--- config.mk ---
export PLATFORM = sky130hd
export DESIGN_NAME = reg_file_wb_arbiter_flat
export DESIGN_NICKNAME = d
export VERILOG_FILES = /design/src/rtl/reg_file_wb_arbiter_pkg.sv /design/src/rtl/reg_file_wb_arbiter_if.sv /design/src/rtl/reg_file_wb_arbiter_rr_arbiter.sv /design/src/rtl/reg_file_wb_arbiter.sv /design/src/flat_wrapper.sv
export SDC_FILE = /design/constraint.sdc
export NUM_CORES = 1
export LEC_CHECK = 0
export BUFFER_PORTS_ARGS = -buffer_cell sky130_fd_sc_hd__buf_2
export CORE_MARGIN = 2
export CORE_UTILIZATION = 35
export CTS_CLUSTER_DIAMETER = 150
export DETAILED_ROUTE_END_ITERATION = 7
export PLACE_DENSITY = 0.7
export SKIP_CTS_REPAIR_TIMING = 1
export SLEW_MARGIN = 5
export SYNTH_ARGS = -nofsm -noshare
export SYNTH_HDL_FRONTEND = slang
export SYNTH_SLANG_ARGS = --single-unit
--- constraint.sdc ---
create_clock -name clk -period 3.02 [get_ports clk]
set_input_delay 0.604 -clock clk [delete_from_list [all_inputs] [get_ports clk]]
set_output_delay 0.604 -clock clk [all_outputs]
set_load 0.005 [all_outputs]
--- src/rtl/reg_file_wb_arbiter_pkg.sv ---
// Shared register-file constants and the writeback payload type used by the
// reg_file_wb_arbiter slice. Values match the 32 x 32-bit register file.
package reg_file_wb_arbiter_pkg;

    localparam int unsigned REG_NUM     = 32;
    localparam int unsigned DATA_WIDTH  = 32;
    localparam int unsigned ADDR_WIDTH  = $clog2(REG_NUM);
    localparam int unsigned COUNT_WIDTH = 32;

    // One writeback request as presented to the register file write port.
    typedef struct packed {
        logic [ADDR_WIDTH-1:0] waddr;
        logic [DATA_WIDTH-1:0] wdata;
    } wb_req_t;

endpackage

--- src/rtl/reg_file_wb_arbiter_if.sv ---
// Bus bundle between the writeback requesters / register file and
// reg_file_wb_arbiter. The slave modport is the arbiter's view.
interface reg_file_wb_arbiter_if
    import reg_file_wb_arbiter_pkg::*;
#(
    parameter int unsigned NUM_REQ = 2
);

    logic [NUM_REQ-1:0]            req_valid;
    logic [NUM_REQ-1:0]            req_ready;
    logic [NUM_REQ*ADDR_WIDTH-1:0] req_waddr;
    logic [NUM_REQ*DATA_WIDTH-1:0] req_wdata;

    logic                          wb_wen;
    logic [ADDR_WIDTH-1:0]         wb_waddr;
    logic [DATA_WIDTH-1:0]         wb_wdata;
    logic [COUNT_WIDTH-1:0]        wb_count;

    logic [ADDR_WIDTH-1:0]         raddr1;
    logic [ADDR_WIDTH-1:0]         raddr2;
    logic [DATA_WIDTH-1:0]         rf_rdata1;
    logic [DATA_WIDTH-1:0]         rf_rdata2;
    logic [DATA_WIDTH-1:0]         rdata1;
    logic [DATA_WIDTH-1:0]         rdata2;

    modport slave (
        input  req_valid, req_waddr, req_wdata,
        input  raddr1, raddr2, rf_rdata1, rf_rdata2,
        output req_ready,
        output wb_wen, wb_waddr, wb_wdata, wb_count,
        output rdata1, rdata2
    );

    modport master (
        output req_valid, req_waddr, req_wdata,
        output raddr1, raddr2, rf_rdata1, rf_rdata2,
        input  req_ready,
        input  wb_wen, wb_waddr, wb_wdata, wb_count,
        input  rdata1, rdata2
    );

endinterface

--- src/rtl/reg_file_wb_arbiter_rr_arbiter.sv ---
// rr_arbiter: purely combinational round-robin grant. Searches the valid
// vector circularly starting at ptr and grants the first set bit.
module reg_file_wb_arbiter_rr_arbiter #(
    parameter int unsigned NUM_REQ = 2,
    parameter int unsigned PTR_W   = 1
) (
    input  logic [NUM_REQ-1:0] valid,
    input  logic [PTR_W-1:0]   ptr,
    output logic [NUM_REQ-1:0] grant_c,
    output logic [PTR_W-1:0]   grant_idx_c,
    output logic               grant_any_c
);

    int unsigned idx;

    // Circular first-set search from ptr; first hit wins, so grant is one-hot.
    always_comb begin
        grant_c     = '0;
        grant_idx_c = '0;
        grant_any_c = 1'b0;
        idx         = 0;
        for (int unsigned off = 0; off < NUM_REQ; off++) begin
            idx = 32'(ptr) + off;
            if (idx >= NUM_REQ) begin
                idx = idx - NUM_REQ;
            end
            if (!grant_any_c && valid[PTR_W'(idx)]) begin
                grant_any_c             = 1'b1;
                grant_idx_c             = PTR_W'(idx);
                grant_c[PTR_W'(idx)]    = 1'b1;
            end
        end
    end

endmodule

--- src/rtl/reg_file_wb_arbiter.sv ---
// reg_file_wb_arbiter: shares the register file write port among NUM_REQ
// writeback requesters with round-robin arbitration and a single registered
// write stage. Address-0 writes are accepted but never written or counted.
// Optional feature macro: RF_WB_FWD_EN forwards the in-flight write stage to
// both read ports.
module reg_file_wb_arbiter
    import reg_file_wb_arbiter_pkg::*;
#(
    parameter int unsigned NUM_REQ = 2
) (
    input  logic                  clk,
    input  logic                  rst,
    reg_file_wb_arbiter_if.slave  bus
);

    localparam int unsigned PTR_W = (NUM_REQ > 1) ? $clog2(NUM_REQ) : 1;

    logic [PTR_W-1:0]   rr_ptr;
    logic [PTR_W-1:0]   ptr_next_c;
    logic [NUM_REQ-1:0] grant_c;
    logic [PTR_W-1:0]   grant_idx_c;
    logic               grant_any_c;
    wb_req_t            sel_c;

    reg_file_wb_arbiter_rr_arbiter #(
        .NUM_REQ (NUM_REQ),
        .PTR_W   (PTR_W)
    ) u_rr_arbiter (
        .valid       (bus.req_valid),
        .ptr         (rr_ptr),
        .grant_c     (grant_c),
        .grant_idx_c (grant_idx_c),
        .grant_any_c (grant_any_c)
    );

    // Ready is exactly the one-hot grant; it never feeds back into valid.
    assign bus.req_ready = grant_c;

    // Pointer moves to the requester after the one just granted.
    assign ptr_next_c = (grant_idx_c == PTR_W'(NUM_REQ - 1)) ? '0
                                                            : grant_idx_c + PTR_W'(1);

    // One-hot mux of the granted requester's address and data.
    always_comb begin
        sel_c = '0;
        for (int unsigned i = 0; i < NUM_REQ; i++) begin
            if (grant_c[i]) begin
                sel_c.waddr = bus.req_waddr[i*ADDR_WIDTH +: ADDR_WIDTH];
                sel_c.wdata = bus.req_wdata[i*DATA_WIDTH +: DATA_WIDTH];
            end
        end
    end

    // Write stage, round-robin pointer and issued-write counter.
    always_ff @(posedge clk or posedge rst) begin
        if (rst) begin
            rr_ptr       <= '0;
            bus.wb_wen   <= 1'b0;
            bus.wb_waddr <= '0;
            bus.wb_wdata <= '0;
            bus.wb_count <= '0;
        end else begin
            if (grant_any_c) begin
                rr_ptr       <= ptr_next_c;
                bus.wb_waddr <= sel_c.waddr;
                bus.wb_wdata <= sel_c.wdata;
                bus.wb_wen   <= (sel_c.waddr != '0);
            end else begin
                bus.wb_wen   <= 1'b0;
            end
            if (bus.wb_wen) begin
                bus.wb_count <= bus.wb_count + COUNT_WIDTH'(1);
            end
        end
    end

`ifdef RF_WB_FWD_EN
    // Bypass the write stage into the read ports; x0 is never forwarded.
    assign bus.rdata1 = (bus.wb_wen && (bus.wb_waddr == bus.raddr1) && (bus.raddr1 != '0))
                        ? bus.wb_wdata : bus.rf_rdata1;
    assign bus.rdata2 = (bus.wb_wen && (bus.wb_waddr == bus.raddr2) && (bus.raddr2 != '0))
                        ? bus.wb_wdata : bus.rf_rdata2;
`else
    // No bypass: the datapath stalls one cycle on a read-after-write match.
    logic unused_raddr_c;
    assign unused_raddr_c = ^{bus.raddr1, bus.raddr2};
    assign bus.rdata1     = bus.rf_rdata1;
    assign bus.rdata2     = bus.rf_rdata2;
`endif

endmodule

--- src/flat_wrapper.sv ---
// flat-port wrapper written by rule: the top's interface ports become plain ports
module reg_file_wb_arbiter_flat import reg_file_wb_arbiter_pkg::*;
#(
    parameter int unsigned NUM_REQ = 2
)
  (clk, rst, bus_req_valid, bus_req_waddr, bus_req_wdata, bus_raddr1, bus_raddr2, bus_rf_rdata1, bus_rf_rdata2, bus_req_ready, bus_wb_wen, bus_wb_waddr, bus_wb_wdata, bus_wb_count, bus_rdata1, bus_rdata2);
  reg_file_wb_arbiter_if #(.NUM_REQ(NUM_REQ)) bus_i ();
  input  logic clk;
  input  logic rst;
  input wire logic [$bits(bus_i.req_valid)-1:0] bus_req_valid;
  input wire logic [$bits(bus_i.req_waddr)-1:0] bus_req_waddr;
  input wire logic [$bits(bus_i.req_wdata)-1:0] bus_req_wdata;
  input wire logic [$bits(bus_i.raddr1)-1:0] bus_raddr1;
  input wire logic [$bits(bus_i.raddr2)-1:0] bus_raddr2;
  input wire logic [$bits(bus_i.rf_rdata1)-1:0] bus_rf_rdata1;
  input wire logic [$bits(bus_i.rf_rdata2)-1:0] bus_rf_rdata2;
  output wire logic [$bits(bus_i.req_ready)-1:0] bus_req_ready;
  output wire logic [$bits(bus_i.wb_wen)-1:0] bus_wb_wen;
  output wire logic [$bits(bus_i.wb_waddr)-1:0] bus_wb_waddr;
  output wire logic [$bits(bus_i.wb_wdata)-1:0] bus_wb_wdata;
  output wire logic [$bits(bus_i.wb_count)-1:0] bus_wb_count;
  output wire logic [$bits(bus_i.rdata1)-1:0] bus_rdata1;
  output wire logic [$bits(bus_i.rdata2)-1:0] bus_rdata2;
  assign bus_i.req_valid = bus_req_valid;
  assign bus_i.req_waddr = bus_req_waddr;
  assign bus_i.req_wdata = bus_req_wdata;
  assign bus_i.raddr1 = bus_raddr1;
  assign bus_i.raddr2 = bus_raddr2;
  assign bus_i.rf_rdata1 = bus_rf_rdata1;
  assign bus_i.rf_rdata2 = bus_rf_rdata2;
  assign bus_req_ready = bus_i.req_ready;
  assign bus_wb_wen = bus_i.wb_wen;
  assign bus_wb_waddr = bus_i.wb_waddr;
  assign bus_wb_wdata = bus_i.wb_wdata;
  assign bus_wb_count = bus_i.wb_count;
  assign bus_rdata1 = bus_i.rdata1;
  assign bus_rdata2 = bus_i.rdata2;
  reg_file_wb_arbiter #(.NUM_REQ(NUM_REQ)) u_core (.clk(clk), .rst(rst), .bus(bus_i));
endmodule
=== Word level (Yosys, flattened, before mapping) ===
Index checks and enable logic that the tools add are counted.

* Add/sub/neg operators: 5
* Order comparisons: 6
* Muxes and demuxes: 20
* Bitwise gates (word level): 1
* Reduce and logical (&&, ||, !) cells: 5

{| class="wikitable"
|+ Operators with widths
! operator !! number
|-
| $mux W37 || 2
|-
| $add A32 B1 Y32 const B || 1
|-
| $mux W1 || 14
|-
| $reduce_bool A5 Y1 || 1
|-
| $lt A1 B2 Y1 const B || 2
|-
| $mux W2 || 2
|-
| $logic_and A1 B1 Y1 || 3
|-
| $add A1 B1 Y2 const B || 1
|-
| $demux W1 S1 || 2
|-
| $ge A1 B1 Y1 const B || 2
|-
| $ge A1 B2 Y1 const B || 1
|-
| $ge A2 B2 Y1 const B || 1
|-
| $or A2 B2 Y2 || 1
|-
| $sub A1 B1 Y1 const B || 2
|-
| $add A1 B1 Y1 const B || 1
|-
| $logic_not A1 Y1 || 1
|}

* Register bits after elaboration: 71
* Output and inout bits: 136
* Word-level logic and storage cells: 42

=== Logic depth before layout (Yosys ltp) ===
Gate-level depths: netlist (run 1).

* Depth after elaboration: 13
* Mapped depth: 7
* Gate-level depth less buffers: 5

=== Modules after synthesis ===
Synthesis (run 1) repeated with hierarchy kept, for this count alone.

* Cell total of the unflattened synthesis: 363
* Area total of the unflattened synthesis: 3624.7 um^2

{| class="wikitable"
|+ Modules (own cells, without submodules)
! module !! instances !! cells each !! area each (um^2) !! sequential area each (um^2)
|-
| reg_file_wb_arbiter || 1 || 358 || 3592.2 || 1776.7
|-
| reg_file_wb_arbiter_rr_arbiter || 1 || 5 || 32.5 || 0.0
|}

=== Worst setup path after synthesis (run 1) ===
No wires, ideal clock.

* Kind: input to output
* Start: in bus_req_valid[0]
* End: out bus_req_ready[0]
* Data arrival time: 1.376 ns
* Data required time: 2.416 ns
* Path slack: 1.040 ns
* Cell stages on the path: 5
* Cells stage by stage: clkbuf_1 -> nand2_1 -> buf_2 -> buf_1 -> inv_1

* Longest elaborated chain between the ends: 6
* Elaborated cells on any way between the ends: 10
* Classes of those cells: mux: 7; bitwise: 1; reduce/logical: 2

{| class="wikitable"
|+ RTL lines
! element !! RTL line !! text
|-
| from (decl) || flat_wrapper.sv:10 || <nowiki>input wire logic [$bits(bus_i.req_valid)-1:0] bus_req_valid;</nowiki>
|-
| $mux W1 (not written as such) (2 in series) || reg_file_wb_arbiter_rr_arbiter.sv:27 || <nowiki>if (!grant_any_c && valid[PTR_W'(idx)]) begin</nowiki>
|-
| $mux W1 || reg_file_wb_arbiter_rr_arbiter.sv:27 ||
|-
| $logic_not A1 Y1 || reg_file_wb_arbiter_rr_arbiter.sv:27 ||
|-
| $logic_and A1 B1 Y1 || reg_file_wb_arbiter_rr_arbiter.sv:27 ||
|-
| $mux W2 (*) || reg_file_wb_arbiter_rr_arbiter.sv:27 ||
|-
| to (decl) || flat_wrapper.sv:17 || <nowiki>output wire logic [$bits(bus_i.req_ready)-1:0] bus_req_ready;</nowiki>
|}

Every way passes the cells marked *; elsewhere a longest branch is shown, timed or not. The select of a mux whose other input is x is not followed.

==> impl_summary.log, run 1 <==
[metrics] result of the run: finished clean
[metrics] multi-input combinational cell area: between 0.0015 and 0.002 mm²
[metrics] Max transition margin: 53.4%
[metrics] DRC violations left: 0
[metrics] critical-path cell list: nand2_1, nand2_1, inv_1, buf_2
[metrics] final estimated routing congestion in global placement: 0.775
[metrics] leakage power total: 2.38 nW
[metrics] WHS: between 300 and 400 ps
[metrics] number of setup violations in the final report: 0
[metrics] setup TNS: 0 ps
[metrics] gr ovfl total: 0
[metrics] slowest stage cell on the critical path: sky130_fd_sc_hd__dfrtp_1
[metrics] DRT Wirelength: 10.7 mm
[metrics] antenna-violating nets left: 0
[metrics] length of the first detailed-routing pass in iterations: 4
[metrics] number of vias per cell: ~5.2
[metrics] floorplan die width: between 100 and 150 µm
[metrics] TritonCTS clock tree: built
[metrics] TritonCTS Buffers: 9
[metrics] Synth Net Count: roughly 600
[metrics] Post-Synthesis Mean Instance Area: 8.96 µm²
[metrics] overall routing resource usage: between 15 and 20%
[metrics] layout cells sized above 1: between 30% and 40%
[metrics] Pwr Density: approximately 580 mW/mm²
[metrics] unrepaired setup endpoints after global routing: no
[metrics] final hold vios: 0
[metrics] antenna violations before repair: 0
[metrics] Netlist cell types: 31
[metrics] register cell area after layout: about 0.0018 mm²
[metrics] sum of buffers and inverters on the critical path: 2
[metrics] Final HPWL DP: ~7.9 mm
[metrics] Seq/Total Area, Yosys: between 40% and 50%
[metrics] Cell Count, Final, Fillers Out: ~670
[metrics] worst clock skew: ~7.3 ps
[metrics] wire per inst: approximately 16 µm
[metrics] launching element type of the critical path: flop
[metrics] crit path max fanout: 14
[metrics] total number of vias: 3468
[metrics] fill cell total of the finished layout: 1141
[metrics] worst slew pin tran: between 600 and 700 ps
[metrics] Worst EP arrival: between 1500 and 2000 ps
[metrics] area of the die: roughly 0.012 mm²
[metrics] core region area: approximately 0.011 mm²
[metrics] number of max-cap violations: 0
[metrics] H-tree depth: 3
[metrics] drt initial violations: between 150 and 200
[metrics] Die Span Y: 111 µm
[metrics] first-pass GRT wire length: 17.2 mm
[metrics] flops & latches, synth: 71
[metrics] register clock-pin slew on the reported worst setup and hold paths: approximately 60 ps
[metrics] Crit path top cell by count: sky130_fd_sc_hd__nand2_1
[metrics] Syn Inst Count: 450
[metrics] VDD IR max: ~230 µV
[metrics] number of global-route vias before repair: 3476
[metrics] Design Power: between 2 and 3 mW
[metrics] slowest stage delay, CP: 660 ps
[metrics] class of the tightest hold or removal check: input port to asynchronous set/reset pin
[metrics] CTS root buf: sky130_fd_sc_hd__clkbuf_16
[metrics] initial core utilization: a little over a third
[metrics] Yosys warnings: 0
[metrics] synthesis-to-layout area growth: 16.4%
[metrics] Crit path required time: around 2400 ps
[metrics] number of placed I/O pins: around 290
[metrics] buffer depth of the longest clock path: 2
[metrics] Crit. End Element: primary output
[metrics] final net count: just under 700
[metrics] final count of pins violating max slew: 0
[metrics] final period demand of the worst path: ~2200 ps
[metrics] number of placement rows: 39
[metrics] count of placed standard cells including taps: around 660
[metrics] largest net degree at the start of global routing: 76
[metrics] top library cells by usage in the layout, fill and taps aside: sky130_fd_sc_hd__buf_2, sky130_fd_sc_hd__dfrtp_1, sky130_fd_sc_hd__inv_1
[metrics] PortBufs: 149
[metrics] dominant delay contributor by cell family on the critical path: flip-flops
[metrics] maximum clock rate: between 400 and 500 MHz
[metrics] CTS sink count: just over 70
[metrics] n_diodes: 0
[metrics] most frequent standard cell in the layout excluding fill and tap cells: sky130_fd_sc_hd__buf_2
[metrics] class of the most critical setup path: flop to primary output
[metrics] Period Utilization, post-route: 74.4%
[metrics] worst skew pair latency: ~330 ps
[metrics] mapped cell area: between 0.004 and 0.005 mm²
Yosys cell counts:
cell type                  number  area (µm²)
sky130_fd_sc_hd__buf_4         64         480
sky130_fd_sc_hd__o21ai_0        2        10.0
sky130_fd_sc_hd__nor4_1         4        25.0
sky130_fd_sc_hd__nand3_1        9        45.0
sky130_fd_sc_hd__buf_2          2        10.0
sky130_fd_sc_hd__xnor2_1       12         105
sky130_fd_sc_hd__or2_2          1        6.26
sky130_fd_sc_hd__a31oi_1       32         200
sky130_fd_sc_hd__xor2_1        19         166
sky130_fd_sc_hd__clkbuf_1      21        78.8
sky130_fd_sc_hd__nor4_2         4        50.1
sky130_fd_sc_hd__mux2_2         1        11.3
sky130_fd_sc_hd__and4_1         3        26.3
sky130_fd_sc_hd__mux2i_1        5        50.1
sky130_fd_sc_hd__nand2_1       22        82.6
sky130_fd_sc_hd__inv_1         40         150
sky130_fd_sc_hd__a21oi_1       32         160
sky130_fd_sc_hd__or4_1          3        22.5
sky130_fd_sc_hd__buf_6          1        11.3
sky130_fd_sc_hd__and3_1         4        25.0
sky130_fd_sc_hd__nand4_1        6        37.5
sky130_fd_sc_hd__nor2_1        38         143
sky130_fd_sc_hd__o221a_2        5        56.3
sky130_fd_sc_hd__dfrtp_1       71        1780
sky130_fd_sc_hd__a21boi_0       2        15.0
sky130_fd_sc_hd__nor4b_1        1        8.76
sky130_fd_sc_hd__nor3_1         8        40.0
sky130_fd_sc_hd__buf_1          3        11.3
sky130_fd_sc_hd__o22ai_1       32         200
sky130_fd_sc_hd__and2_1         2        12.5
sky130_fd_sc_hd__ha_1           1        12.5
flip-flops by register name (all words and copies together), names as in the netlist, named ones only:
register / count
u_core.bus.wb_count: 32
u_core.bus.wb_wdata: 32
u_core.bus.wb_waddr: 5
u_core.bus.wb_wen: 1
where the power goes:
part / internal (mW) / switching, mW / leakage (nW)
registers: 1.07 / 0.110 / 0.878
clock network: 0.560 / 0.419 / 0.126
logic: 0.253 / 0.285 / 1.38
final timing paths:
path	end	depth (start not counted)	slack, ps	start
min	u_core.bus.wb_count[31]	2	360	rst
max reg2reg	u_core.bus.wb_count[27]	4	960	u_core.bus.wb_wen
max in group asynchronous	u_core.bus.wb_wdata[30]	3	2020	rst
min reg2reg	u_core.bus.wb_count[31]	1	460	u_core.bus.wb_count[31]
max	bus_req_ready[0]	4	770	flop
min in group clk	u_core.bus.wb_count[31]	1	460	u_core.bus.wb_count[31]
layout make-up:
| type | count | area share [%] |
|---|---|---|
| sequential | 71 | 37.9 |
| tap | 143 | 3.82 |
| multi-input combinational | 248 | 32.2 |
| clock inverter | 6 | 0.961 |
| inverter | 40 | 3.20 |
| clock buffer | 10 | 4.88 |
| timing repair buffer | 154 | 17.0 |
worst reg2reg max path, stage by stage, from the launching register on:
cell and delay (ps):
sky130_fd_sc_hd__dfrtp_1 450, sky130_fd_sc_hd__nand2_1 90, sky130_fd_sc_hd__or4_1 800, sky130_fd_sc_hd__nor4b_1 440, sky130_fd_sc_hd__xor2_1 180
metal layers:
metal	track usage (%)	vias up	share of wire, %	wire, µm
li1	-	1633	-	-
met1	19.7	1642	41	4400
met2	29.8	142	49	5230
met3	4.48	51	5.9	633
met4	8.81	0	4.5	479
met5	0	-	0	0
through the flow:
stage	area, µm²	setup WS, ps	util (%)
3_5_place_dp	4420	805	39.0
5_1_grt	4690	651	41.4
3_3_place_gp	4420	886	39.0
4_1_cts	4690	744	41.4
2_1_floorplan	4030	619	-
6_report	4690	774	41.4
cell families after synthesis:
logic type	after synthesis	synth area share, %
adders and majority gates	1	0.310
and+or+nand+nor	105	13.0
muxes	6	1.52
buffers and inverters	131	18.4
xor gates and xnor gates	31	6.74
DFF	71	44.1
AOI/OAI and AO/OA	105	15.9
(Power assumes the default switching activity.)
==> inputs of run 2 (changes only) <==
--- a/config.mk
+++ b/config.mk
@@ -5,12 +5,13 @@
 export SDC_FILE = /design/constraint.sdc
 export NUM_CORES = 1
 export LEC_CHECK = 0
+export ABC_AREA = 1
 export BUFFER_PORTS_ARGS = -buffer_cell sky130_fd_sc_hd__buf_2
 export CORE_MARGIN = 2
 export CORE_UTILIZATION = 35
 export CTS_CLUSTER_DIAMETER = 150
 export DETAILED_ROUTE_END_ITERATION = 7
-export PLACE_DENSITY = 0.7
+export PLACE_DENSITY = 0.71
 export SKIP_CTS_REPAIR_TIMING = 1
 export SLEW_MARGIN = 5
 export SYNTH_ARGS = -nofsm -noshare
==> constraint.sdc (replaced) <==
create_clock -name clk -period 2.2 [get_ports clk]
set_input_delay 0.44 -clock clk [delete_from_list [all_inputs] [get_ports clk]]
set_output_delay 0.44 -clock clk [all_outputs]
set_load 0.005 [all_outputs]
==> impl_summary.log, run 2 <==
[metrics] result of the run: finished clean
[metrics] Max transition margin: between 50 and 60%
[metrics] n_diodes: 0
[metrics] Post-Place Worst Slack: 501 ps
[metrics] CTS sink count: 71
[metrics] complex-gate fraction of the synthesized area: less than 1%
[metrics] top-area cell type share of the netlist area: around 45%
[metrics] final estimated routing congestion in global placement: ~0.88
[metrics] Die Span Y: ~110 µm
[metrics] core region area: approximately 0.011 mm²
[metrics] class of the tightest hold or removal check: input port to asynchronous set/reset pin
[metrics] DRT Wirelength: 9.62 mm
[metrics] Global Route met3 Usage: between 5 and 6%
[metrics] final hold vios: 0
[metrics] mapped cell area: between 0.003 and 0.004 mm²
[metrics] layout cells sized above 1: 32.5%
[metrics] number of setup violations in the final report: 0
[metrics] final net count: roughly 740
[metrics] Period Utilization, post-route: around 85%
[metrics] post-layout worst setup margin: 329 ps
[metrics] first-pass GRT wire length: between 15 and 20 mm
[metrics] leakage power total: about 2.6 nW
[metrics] number of vias per cell: between 4 and 5
[metrics] unrepaired setup endpoints after global routing: no
[metrics] floorplan die width: ~110 µm
[metrics] VDD IR max: around 370 µV
[metrics] Design Power: 3.88 mW
[metrics] Yosys warnings: 0
[metrics] post-synthesis share of cell area spent on full adders, half adders and majority gates: less than 1%
[metrics] main combinational cell family by area after synthesis: simple AND/OR/NAND/NOR gates
[metrics] Worst EP arrival: between 1000 and 1500 ps
[metrics] most frequent standard cell in the layout excluding fill and tap cells: sky130_fd_sc_hd__nand2_1
[metrics] top cell types by occurrence after synthesis: sky130_fd_sc_hd__nand2_1, sky130_fd_sc_hd__dfrtp_1, sky130_fd_sc_hd__buf_4
[metrics] worst slew pin tran: 607 ps
[metrics] fill cell total of the finished layout: about 1.1k
[metrics] register clock-pin slew on the reported worst setup and hold paths: approximately 60 ps
[metrics] largest registers: u_core.bus.wb_count x32, u_core.bus.wb_wdata x32, u_core.bus.wb_waddr x5
[metrics] portion of netlist area occupied by mux cells: 0%
[metrics] number of placement rows: 38
[metrics] ys async rst share: 100%
[metrics] drt initial violations: around 190
[metrics] Seq/Total Area, Yosys: 44.5%
[metrics] antenna-violating nets left: 0
[metrics] number of max-cap violations: 0
[metrics] main area contributors after synthesis: sky130_fd_sc_hd__dfrtp_1, sky130_fd_sc_hd__nand2_1, sky130_fd_sc_hd__buf_4
[metrics] length of the first detailed-routing pass in iterations: 4
[metrics] wire per inst: 13.1 µm
[metrics] TritonCTS Buffers: 9
[metrics] Synth Net Count: between 600 and 700
[metrics] TritonCTS clock tree: built
[metrics] Crit. End Element: primary output
[metrics] maximum clock rate: about 530 MHz
[metrics] Syn Inst Count: around 500
[metrics] number of placed I/O pins: between 200 and 300
[metrics] largest net degree at the start of global routing: 72
[metrics] CTS root buf: sky130_fd_sc_hd__clkbuf_16
[metrics] number of global-route vias before repair: between 3k and 4k
[metrics] top library cells by usage in the layout, fill and taps aside: sky130_fd_sc_hd__nand2_1, sky130_fd_sc_hd__buf_2, sky130_fd_sc_hd__dfrtp_1
[metrics] buffer depth of the longest clock path: 2
[metrics] initial core utilization: about 36%
[metrics] overall routing resource usage: between 15 and 20%
[metrics] final period demand of the worst path: around 1900 ps
[metrics] global route hottest layer: met2
[metrics] EDFF count, synth: 0
[metrics] Pwr Density: about 800 mW/mm²
[metrics] Post-Synthesis Mean Instance Area: about 8.0 µm²
[metrics] flops & latches, synth: 71
[metrics] gr ovfl total: 0
[metrics] worst clock skew: approximately 4.9 ps
[metrics] met1 capacity usage during global routing: between 10% and 20%
[metrics] met2 capacity usage during global routing: about 27%
[metrics] synthesis-to-layout area growth: 18.1%
[metrics] area of the die: about 0.012 mm²
[metrics] setup TNS: 0 ps
[metrics] antenna violations before repair: 0
[metrics] crit path max fanout: 16
[metrics] worst skew pair latency: about 320 ps
[metrics] Netlist cell types: 23
[metrics] DRC violations left: 0
[metrics] share of synthesized cell area in and, or, nand and nor gates: approximately a third
[metrics] class of the most critical setup path: flop to primary output
[metrics] final count of pins violating max slew: 0
[metrics] Crit path required time: 1760 ps
[metrics] Yosys top cell by area: sky130_fd_sc_hd__dfrtp_1
[metrics] synthesized-area fraction occupied by xor and xnor cells: under 10%
[metrics] launching element type of the critical path: flop
[metrics] PortBufs: around 150
[metrics] H-tree depth: 3
[metrics] total number of vias: 3387
[metrics] Final HPWL DP: between 7 and 8 mm
[metrics] primary flip-flop cell chosen by synthesis mapping: sky130_fd_sc_hd__dfrtp_1
[metrics] most instantiated library cell after synthesis: sky130_fd_sc_hd__nand2_1
## run 2: changes by cell type in the layout (fill, tap and decap cells not counted), moves of 6 or more
| cell | delta |
|---|---|
| sky130_fd_sc_hd__nand2_1 | +157 |
| sky130_fd_sc_hd__xnor2_1 | -8 |
| sky130_fd_sc_hd__o22ai_1 | -32 |
| sky130_fd_sc_hd__nand3_1 | +36 |
| sky130_fd_sc_hd__a21oi_1 | -32 |
| sky130_fd_sc_hd__nor2_2 | +6 |
| sky130_fd_sc_hd__nor2_1 | -22 |
| sky130_fd_sc_hd__a31oi_1 | -32 |
| sky130_fd_sc_hd__nand4_1 | +11 |
## run 2: cell type report
class                      count  area, µm²  share of cell area [%]
tap                          140        175                    3.72
inverter                      41        158                    3.35
timing repair buffer         153        788                    16.7
clock inverter                 3       42.5                   0.903
clock buffer                  12        256                    5.44
multi-input combinational    313       1520                    32.2
sequential                    71       1780                    37.7
## run 2: cells by family (layout without fill, tap and decap cells)
kind of cell,after synthesis,after routing
buffers and inverters,117,209
and+or+nand+nor,290,290
AOI/OAI and AO/OA,3,3
adders and majority gates,1,1
xor gates and xnor gates,19,19
DFF,71,71
## run 2: worst paths after layout
check / slack (ps) / endpoint / cells after the start / start
min in group clk: 330 / u_core.bus.wb_wdata[28] / 3 / bus_req_wdata[28]
hold reg to reg: 480 / u_core.bus.wb_waddr[0] / 2 / u_core.bus.wb_waddr[0]
setup / recovery: 330 / bus_req_ready[0] / 4 / flop
setup reg to reg: 620 / u_core.bus.wb_count[24] / 8 / u_core.bus.wb_count[0]
hold / removal: 220 / u_core.bus.wb_wdata[11] / 3 / rst
max in group asynchronous: 1690 / u_core.bus.wb_wen / 3 / rst
## run 2: metrics by stage
| step | instances | instance area, µm² | hold WS [ps] | util (%) |
|---|---|---|---|---|
| after floorplan | 501 | 4000 | 472 | - |
| after global placement | 718 | 4410 | 462 | 40.2 |
| after detailed placement | 718 | 4410 | 468 | 40.2 |
| after CTS | 733 | 4710 | 224 | 42.9 |
| after global routing | 733 | 4710 | 245 | 42.9 |
| final | 733 | 4710 | 216 | 42.9 |
## run 2: critical path, cell delays in order, from the launching register on
cell	delay [ps]
sky130_fd_sc_hd__dfrtp_1	400
sky130_fd_sc_hd__nand2_1	90
sky130_fd_sc_hd__nand2_1	50
sky130_fd_sc_hd__inv_1	360
sky130_fd_sc_hd__buf_2	200
## run 2: report_power, final
part           switching [mW]  total [mW]  internal [mW]
clock network           0.539        1.47          0.932
registers               0.172        1.67           1.49
logic                   0.412       0.747          0.336
total                    1.12        3.88           2.76
## run 2: per-layer routing
layer | vias to the layer above | wire length (µm) | share of wire (%)
li1 | 1683 | - | -
met1 | 1534 | 4080 | 42
met2 | 157 | 4610 | 48
met3 | 13 | 808 | 8.4
met4 | 0 | 123 | 1.3
met5 | - | 0 | 0
